### config.mk
export PLATFORM = sky130hd
export DESIGN_NAME = pipe_stage_skid
export DESIGN_NICKNAME = d
export VERILOG_FILES = /design/src/rtl/pipe_pkg.sv /design/src/rtl/pipe_slot.sv /design/src/rtl/pipe_stage_skid.sv
export SDC_FILE = /design/constraint.sdc
export NUM_CORES = 1
export LEC_CHECK = 0
export CAP_MARGIN = 10
export CORE_MARGIN = 2
export CORE_UTILIZATION = 45
export DETAILED_ROUTE_END_ITERATION = 16
export PLACE_DENSITY_LB_ADDON = 0.2
export SYNTH_ARGS = -nofsm -noshare
export SYNTH_HDL_FRONTEND = slang
export SYNTH_SLANG_ARGS = --single-unit
### constraint.sdc
create_clock -name clk -period 2.85 [get_ports clk]
set_clock_uncertainty 0.05 [all_clocks]
set_input_delay 0.57 -clock clk [delete_from_list [all_inputs] [get_ports clk]]
set_output_delay 0.57 -clock clk [all_outputs]
set_load 0.1 [all_outputs]
### src/rtl/pipe_pkg.sv
// Shared definitions for the pipe_* elastic stage family: occupancy state encoding
// and a small helper that turns an occupancy state into the registered ready flag.
package pipe_pkg;

    typedef logic [1:0] pipe_state_t;

    localparam pipe_state_t ST_EMPTY = 2'd0;
    localparam pipe_state_t ST_ONE   = 2'd1;
    localparam pipe_state_t ST_TWO   = 2'd2;

    function automatic logic state_can_accept(input pipe_state_t st);
        return (st != ST_TWO);
    endfunction

endpackage

### src/rtl/pipe_slot.sv
// One beat holding register: load-enabled ctrl+data with a synchronous ctrl clear
// so a flushed slot always reads back as a bubble.
module pipe_slot #(
    parameter int CTRL_W = 4,
    parameter int DATA_W = 32
) (
    input  logic              clk,
    input  logic              rst,
    input  logic              load,
    input  logic              clr_ctrl,
    input  logic [CTRL_W-1:0] d_ctrl,
    input  logic [DATA_W-1:0] d_data,
    output logic [CTRL_W-1:0] q_ctrl,
    output logic [DATA_W-1:0] q_data
);

    always_ff @(posedge clk) begin
        if (rst) begin
            q_ctrl <= '0;
            q_data <= '0;
        end else begin
            if (clr_ctrl)
                q_ctrl <= '0;
            else if (load)
                q_ctrl <= d_ctrl;
            if (load)
                q_data <= d_data;
        end
    end

endmodule

### src/rtl/pipe_stage_skid.sv
// Elastic pipeline stage with a 2-entry skid buffer, flush-to-bubble and a
// saturating stall counter; ready toward upstream is a pure register.
//
//  state    | meaning
//  ST_EMPTY | nothing held, out_valid=0, in_ready=1
//  ST_ONE   | beat in main slot M, in_ready=1
//  ST_TWO   | M holds the oldest beat, skid slot S the next one, in_ready=0
module pipe_stage_skid
    import pipe_pkg::*;
#(
    parameter int DATA_W = 32,
    parameter int CTRL_W = 4,
    parameter int CNT_W  = 16
) (
    input  logic              clk,
    input  logic              rst,
    input  logic              in_valid,
    output logic              in_ready,
    input  logic [CTRL_W-1:0] in_ctrl,
    input  logic [DATA_W-1:0] in_data,
    input  logic              flush,
    output logic              out_valid,
    input  logic              out_ready,
    output logic [CTRL_W-1:0] out_ctrl,
    output logic [DATA_W-1:0] out_data,
    output logic [CNT_W-1:0]  stall_cnt
);

    localparam logic [CNT_W-1:0] CNT_MAX = '1;

    pipe_state_t       state, state_nxt;
    logic              in_xfer, out_xfer;
    logic              m_load, s_load, m_from_skid;
    logic [CTRL_W-1:0] m_ctrl, s_ctrl, m_d_ctrl;
    logic [DATA_W-1:0] m_data, s_data, m_d_data;

    assign in_xfer  = in_valid & in_ready;
    assign out_xfer = out_valid & out_ready;

    always_comb begin
        state_nxt   = state;
        m_load      = 1'b0;
        s_load      = 1'b0;
        m_from_skid = 1'b0;
        case (state)
            ST_EMPTY: begin
                if (in_xfer) begin
                    m_load    = 1'b1;
                    state_nxt = ST_ONE;
                end
            end
            ST_ONE: begin
                if (in_xfer && out_xfer) begin
                    m_load = 1'b1;
                end else if (in_xfer) begin
                    s_load    = 1'b1;
                    state_nxt = ST_TWO;
                end else if (out_xfer) begin
                    state_nxt = ST_EMPTY;
                end
            end
            ST_TWO: begin
                if (out_xfer) begin
                    m_load      = 1'b1;
                    m_from_skid = 1'b1;
                    state_nxt   = ST_ONE;
                end
            end
            default: state_nxt = ST_EMPTY;
        endcase
        // Flush discards everything held plus any beat arriving this cycle.
        if (flush) begin
            state_nxt = ST_EMPTY;
            m_load    = 1'b0;
            s_load    = 1'b0;
        end
    end

    assign m_d_ctrl = m_from_skid ? s_ctrl : in_ctrl;
    assign m_d_data = m_from_skid ? s_data : in_data;

    pipe_slot #(.CTRL_W(CTRL_W), .DATA_W(DATA_W)) u_slot_m (
        .clk      (clk),
        .rst      (rst),
        .load     (m_load),
        .clr_ctrl (flush),
        .d_ctrl   (m_d_ctrl),
        .d_data   (m_d_data),
        .q_ctrl   (m_ctrl),
        .q_data   (m_data)
    );

    pipe_slot #(.CTRL_W(CTRL_W), .DATA_W(DATA_W)) u_slot_s (
        .clk      (clk),
        .rst      (rst),
        .load     (s_load),
        .clr_ctrl (flush),
        .d_ctrl   (in_ctrl),
        .d_data   (in_data),
        .q_ctrl   (s_ctrl),
        .q_data   (s_data)
    );

    always_ff @(posedge clk) begin
        if (rst) begin
            state     <= ST_EMPTY;
            in_ready  <= 1'b1;
            out_valid <= 1'b0;
            stall_cnt <= '0;
        end else begin
            state     <= state_nxt;
            in_ready  <= state_can_accept(state_nxt);
            out_valid <= (state_nxt == ST_ONE) || (state_nxt == ST_TWO);
            if (out_valid && !out_ready && (stall_cnt != CNT_MAX))
                stall_cnt <= stall_cnt + CNT_W'(1);
        end
    end

    assign out_ctrl = out_valid ? m_ctrl : '0;
    assign out_data = m_data;

endmodule

==> results of run 1 <==
-- power breakdown --
| part | internal (mW) | switching, mW | total (mW) | leakage, nW |
|---|---|---|---|---|
| Clock | 0.508 | 0.443 | 0.952 | 0.100 |
| Sequential | 1.32 | 0.0220 | 1.34 | 0.745 |
| Combinational | 0.127 | 0.293 | 0.420 | 1.26 |
-- synth_stat cells, types with 6 or more instances --
cell type / number / area, µm²
dfxtp_1: 92 / 1840
a21oi_1: 87 / 435
nand2_1: 82 / 308
or3_1: 41 / 257
o21ai_0: 40 / 200
mux2i_1: 36 / 360
clkbuf_1: 24 / 90.1
o31ai_1: 7 / 52.6
or4_1: 7 / 52.6
buf_6: 6 / 67.6
-- how the worst min path moves through the flow --
stage | start | endpoint | cells after the start | slack (ns)
after detailed placement | u_slot_s.q_data[9] | u_slot_s.q_data[9] | 2 | 0.40
final | u_slot_s.q_data[31] | u_slot_s.q_data[31] | 2 | 0.41
after floorplan | u_slot_s.q_ctrl[0] | u_slot_s.q_ctrl[0] | 2 | 0.39
after global placement | u_slot_s.q_data[9] | u_slot_s.q_data[9] | 2 | 0.39
after CTS | u_slot_s.q_data[8] | u_slot_s.q_data[8] | 2 | 0.41
after global routing | u_slot_s.q_data[1] | u_slot_s.q_data[1] | 2 | 0.42
-- cell families (layout without fill, tap and decap cells) --
family | count (synthesis) | after routing
AND/OR/NAND/NOR | 168 | 168
AO/OA/AOI/OAI | 142 | 142
flip-flops | 92 | 92
buffers and inverters | 42 | 119
multiplexers | 38 | 38
adder cells (fa/ha/maj) | 2 | 2
XOR/XNOR | 1 | 1
-- worst min-delay path: cells and delay by family (launching register included) --
kind / cells / cell delay, ns
AND/OR/NAND/NOR: 1 / 0.05
flip-flops: 1 / 0.31
AO/OA/AOI/OAI: 1 / 0.05
-- area by class of cell --
type | count | area (µm²)
clock buffers | 10 | 138
clock inverters | 4 | 75.1
fillers | 799 | 3630
inverters | 3 | 11.3
multi-input cells | 351 | 2050
flip-flops and latches | 92 | 1840
well taps | 108 | 135
repair buffers | 102 | 881
-- metal layers --
metal	vias to the layer above	part of all wire [%]	global-route usage, %
li1	1858	-	-
met1	1754	44	26.1
met2	79	50	33.4
met3	12	4.5	4.08
met4	0	1.6	7.17
met5	-	0	0
-- state kept, by name, indices dropped and copies added (netlist names) --
name	flops
u_slot_m.q_data	32
u_slot_s.q_data	32
stall_cnt	16
u_slot_m.q_ctrl	4
u_slot_s.q_ctrl	4
state	2
in_ready	1
out_valid	1
-- metrics by stage --
step	hold slack [ns]	area, µm²
2_1_floorplan	0.386	4100
3_5_place_dp	0.396	4920
5_1_grt	0.423	5130
4_1_cts	0.407	5130
3_3_place_gp	0.390	4920
6_report	0.405	5130
==> impl_metrics.csv, run 1 <==
group,metric,value,unit
global_route,grt_pass1_vias,3352,
worst_setup_path,r2r-start,"stall_cnt[0]",
worst_setup_path,critPathCapture,"u_slot_m.q_data[14]",
drt,dr.pass1.iters,4,
pwr,peakVddDrop,0.252,mV
placement,hpwl,6330,µm
worst_setup_path,rrSetupSlack,0.84,ns
cts,cts.htree.levels,3,
cts,cts_hold_buf,0,
worst_setup_path,cpMaxStageDelayCell,"o21a_4",
finish,layout.cells.most_common,"dfxtp_1",
placement,dp.cells,656,
synthesis,synth_compound_area_share,18.4,%
floorplan,fp.coreArea,8760,µm²
synthesis,muxShareOfSynthArea,9.33,%
finish,nets,602,
synthesis,synth-seq-area-share,44.9,%
synthesis,synth_flop_cell,"dfxtp_1",
cts,postCtsSetupRepairBufs,0,
timing,slew_headroom,56.9,%
finish,final_cells,670,
finish,final_cell_mix,"dfxtp_1 (92), a21oi_1 (87), nand2_1 (82)",
cts,cts.clk_slew.worst_paths,0.08,ns
placement,gp_congestion,0.845,
worst_setup_path,reg2reg_depth,5,
floorplan,die_w,99.5,µm
placement,port-buffer-count,94,
synthesis,avgSynthCellArea,8.46,µm²
timing,tightest_slew,0.646,ns
timing,rsz0062_at_grt,"false",
timing,setup_violations,0,
timing,finalWorstSetupSlack,0.671,ns
worst_setup_path,r2r_end,"stall_cnt[9]",
floorplan,fp-row-count,34,
worst_setup_path,max_stage_delay,0.58,ns
drt,post_drt_wl_per_cell,14.5,µm
drt,dr.first_iter.drc_count,127,
worst_setup_path,required,3.03,ns
synthesis,synth_top_family_by_area,"simple AND/OR/NAND/NOR gates",
floorplan,start_util,46.8,%
synthesis,ys_ff_latch,92,
synthesis,synthAdderAreaFrac,0.610,%
timing,fin_crit_sh,76.5,%
synthesis,yosysWarnings,0,
worst_setup_path,crit_path_cell_trace,"clkdlybuf4s50_1 -> a21boi_1 -> o21a_4 -> or3_1 -> a21oi_1",
synthesis,synth_xor_xnor_area_share,0.213,%
timing,fmax,459,MHz
worst_setup_path,worstSetupStartpoint,"out_ready",
synthesis,synthSimpleGateAreaFrac,21.2,%
synthesis,netlist_instances,485,
timing,hold_viol_final,0,
timing,period_needed,2.18,ns
worst_setup_path,critPathCaptureType,"flop",
pwr,finalPower,2.71,mW
drt,ant_nets,0,
floorplan,dieArea,9900,µm²
synthesis,syn_area,4100,µm²
timing,tns,0,ns
run_status,outcome,"finished clean",
cts,cts_tree,"built",
worst_setup_path,path_max_fanout,72,
pwr,power_leakage,2.11,nW
worst_setup_path,path_depth,5,
worst_setup_path,worst_setup_path_start_kind,"input port",
synthesis,synth-edff-count,0,
cts,insertion_delay,0.36,ns
cts,numClockSinks,92,
floorplan,io_pins,95,
finish,drive_gt1_share,14.6,%
cts,numCtsBuffers,9,
run,maxCapViolations,0,
synthesis,async_flop_share,0,%
cts,root_buffer,"clkbuf_8",
floorplan,die_h,99.5,µm
finish,post-route-util,58.5,%
drt,vias_per_cell,5.53,
global_route,grt_max_degree,73,
global_route,antenna_found_initial,0,
global_route,overflow,0,
worst_setup_path,worst-path-buf-inv,1,
drt,postRouteWirelength,9700,µm
pwr,power_density,528,nW/µm²
drt,post-route-drc-count,0,
synthesis,syn_nets,528,
global_route,grt_pass1_wl,16100,µm
worst_setup_path,crit_arrival,2.36,ns
cts,cts.path.max_buffers,2,
hold_path,hold_class,"flop to flop",
worst_setup_path,cpLargestDelayFamily,"compound AO/OA/AOI/OAI gates",
finish,diodes,0,
global_route,grt_util_all_layers,20.1,%
synthesis,yosysUniqueCellTypes,37,
drt,vias,3703,
timing,timing.final.max_slew_violations,0,
worst_setup_path,crit_type,"input port to flop",
finish,syn_to_final_growth,25.0,%
cts,cts_resized,0,
placement,place_ws,0.332,ns
(Power assumes the default switching activity.)
==> run 2, diff against run 1 <==
Clock period 2.85 ns to 2.05 ns, I/O delays scaled along.
==> run 2 against run 1 <==
Die area unchanged. Worst setup slack got worse by 0.55 ns. Final area rose by 4.8%. Sequential power is 39% higher. Non-clock buffer count increased by 17. Critical endpoint is now u_slot_m.q_data[0]. Largest power group unchanged. Highest routed layer unchanged.
==> impl_metrics.csv, run 2 (same netlist as run 1, synthesis figures left out) <==
group,metric,value,unit
worst_setup_path,max_stage_delay,0.61,ns
floorplan,die_w,99.5,µm
cts,insertion_delay,0.35,ns
worst_setup_path,cpMaxStageDelayCell,"clkdlybuf4s50_1",
finish,fillCellCount,774,
worst_setup_path,worst_setup_path_start_kind,"input port",
pwr,power_density,715,nW/µm²
worst_setup_path,worstSetupStartpoint,"out_ready",
cts,root_buffer,"clkbuf_8",
placement,port-buffer-count,94,
drt,dr.first_iter.drc_count,207,
finish,largest_registers,"u_slot_m.q_data (32), u_slot_s.q_data (32), stall_cnt (16)",
worst_setup_path,required,2.28,ns
finish,final_cell_area,5380,µm²
finish,syn_to_final_growth,31.0,%
hold_path,min-delay-start,"rst",
worst_setup_path,crit_path_cell_trace,"clkdlybuf4s50_1 -> a21boi_2 -> o21a_2 -> or3_1 -> a21oi_1",
floorplan,fp-row-count,34,
placement,hpwl,6880,µm
finish,diodes,0,
worst_setup_path,critPathCapture,"u_slot_m.q_data[0]",
floorplan,die_h,99.5,µm
placement,gp_congestion,0.820,
global_route,grt_pass1_vias,3701,
run_status,outcome,"finished clean",
worst_setup_path,crit_type,"input port to flop",
run,maxCapViolations,0,
drt,ant_nets,0,
worst_setup_path,reg2reg_depth,5,
floorplan,dieArea,9900,µm²
drt,post_drt_wl_per_cell,14.8,µm
timing,period_needed,1.93,ns
finish,layout.cells.most_common,"a21oi_1",
pwr,finalPower,3.84,mW
timing,tightest_slew,0.590,ns
cts,cts.path.max_buffers,2,
finish,multi_input_area,2080,µm²
timing,timing.final.max_slew_violations,0,
global_route,overflow,0,
hold_path,hold_class,"input port to flop",
pwr,power_leakage,2.22,nW
placement,dp.cells,673,
finish,nets,620,
timing,tns,0,ns
finish,final_cells,690,
global_route,grt_max_degree,70,
finish,final_cell_mix,"a21oi_1 (87), nand2_1 (82), dfxtp_1 (74)",
worst_setup_path,r2r-start,"stall_cnt[0]",
finish,area.sequential,1870,µm²
worst_setup_path,crit_arrival,2.16,ns
floorplan,start_util,46.8,%
drt,vias,3831,
worst_setup_path,r2r_end,"stall_cnt[15]",
worst_setup_path,rrSetupSlack,0.13,ns
global_route,antenna_found_initial,0,
drt,dr.pass1.iters,4,
timing,setup_violations,0,
placement,place_area,5130,µm²
global_route,grt_pass1_wl,17000,µm
timing,rsz0062_at_grt,"false",
drt,vias_per_cell,5.55,
cts,cts.clk_slew.worst_paths,0.09,ns
timing,fmax,518,MHz
pwr,peakVddDrop,0.381,mV
finish,drive_gt1_share,21.6,%
floorplan,io_pins,95,
worst_setup_path,path_max_fanout,34,
timing,slew_headroom,60.7,%
cts,cts_tree,"built",
timing,hold_viol_final,0,
drt,post-route-drc-count,0,
cts,numClockSinks,92,
finish,post-route-util,61.3,%
drt,postRouteWirelength,10200,µm
floorplan,fp.coreArea,8760,µm²
cts,cts.htree.levels,3,
cts,numCtsBuffers,9,
global_route,grt_util_all_layers,20.8,%
timing,fin_crit_sh,94.2,%
worst_setup_path,critPathCaptureType,"flop",
==> run 2: power by group <==
part	leakage (nW)	switching, mW	total [mW]	internal, mW
clock network	0.110	0.640	1.37	0.726
logic	1.36	0.417	0.614	0.197
registers	0.754	0.0315	1.86	1.83
total	2.22	1.09	3.84	2.75
==> run 2: area by class of cell <==
cell class | count | area share, %
multi-input cells | 352 | 38.6
flip-flops and latches | 92 | 34.8
repair buffers | 119 | 19.7
clock buffers | 11 | 2.63
well taps | 108 | 2.51
clock inverters | 5 | 1.54
inverters | 3 | 0.209
==> run 2: worst max-delay path: cells and delay by family <==
family	cells	cell delay, ns
buffers and inverters	1	0.61
AO/OA/AOI/OAI	3	0.71
AND/OR/NAND/NOR	1	0.42
==> run 2: how the worst min path moves through the flow <==
stage                                     end  depth (start not counted)
after detailed placement  u_slot_s.q_data[12]                          2
after CTS                       stall_cnt[11]                          2
after floorplan            u_slot_s.q_ctrl[0]                          2
after global placement    u_slot_s.q_data[23]                          2
after global routing            stall_cnt[14]                          2
final                           stall_cnt[14]                          2
==> run 2: metal layers <==
metal  part of all wire, %  track usage (%)  wire length, µm
met3                   4.5             4.15              459
met2                    50             35.9             5080
met1                    45             26.2             4570
met4                  0.88             6.74               90
met5                     0                0                0
==> run 2: per-stage QoR <==
| step | setup WS (ns) | hold WS, ns |
|---|---|---|
| final | 0.120 | 0.329 |
| after global routing | 0.0290 | 0.339 |
| after CTS | 0.0948 | 0.319 |
| after detailed placement | -0.281 | 0.396 |
| after global placement | -0.178 | 0.391 |
| after floorplan | 0.0300 | 0.386 |
==> run 2: timing repair <==
action,in CTS,in global routing
setup buffers,0,0
hold buffers,0,0
gates resized for setup,0,3
setup endpoints to repair,0,6
endpoints found under the hold margin,0,0
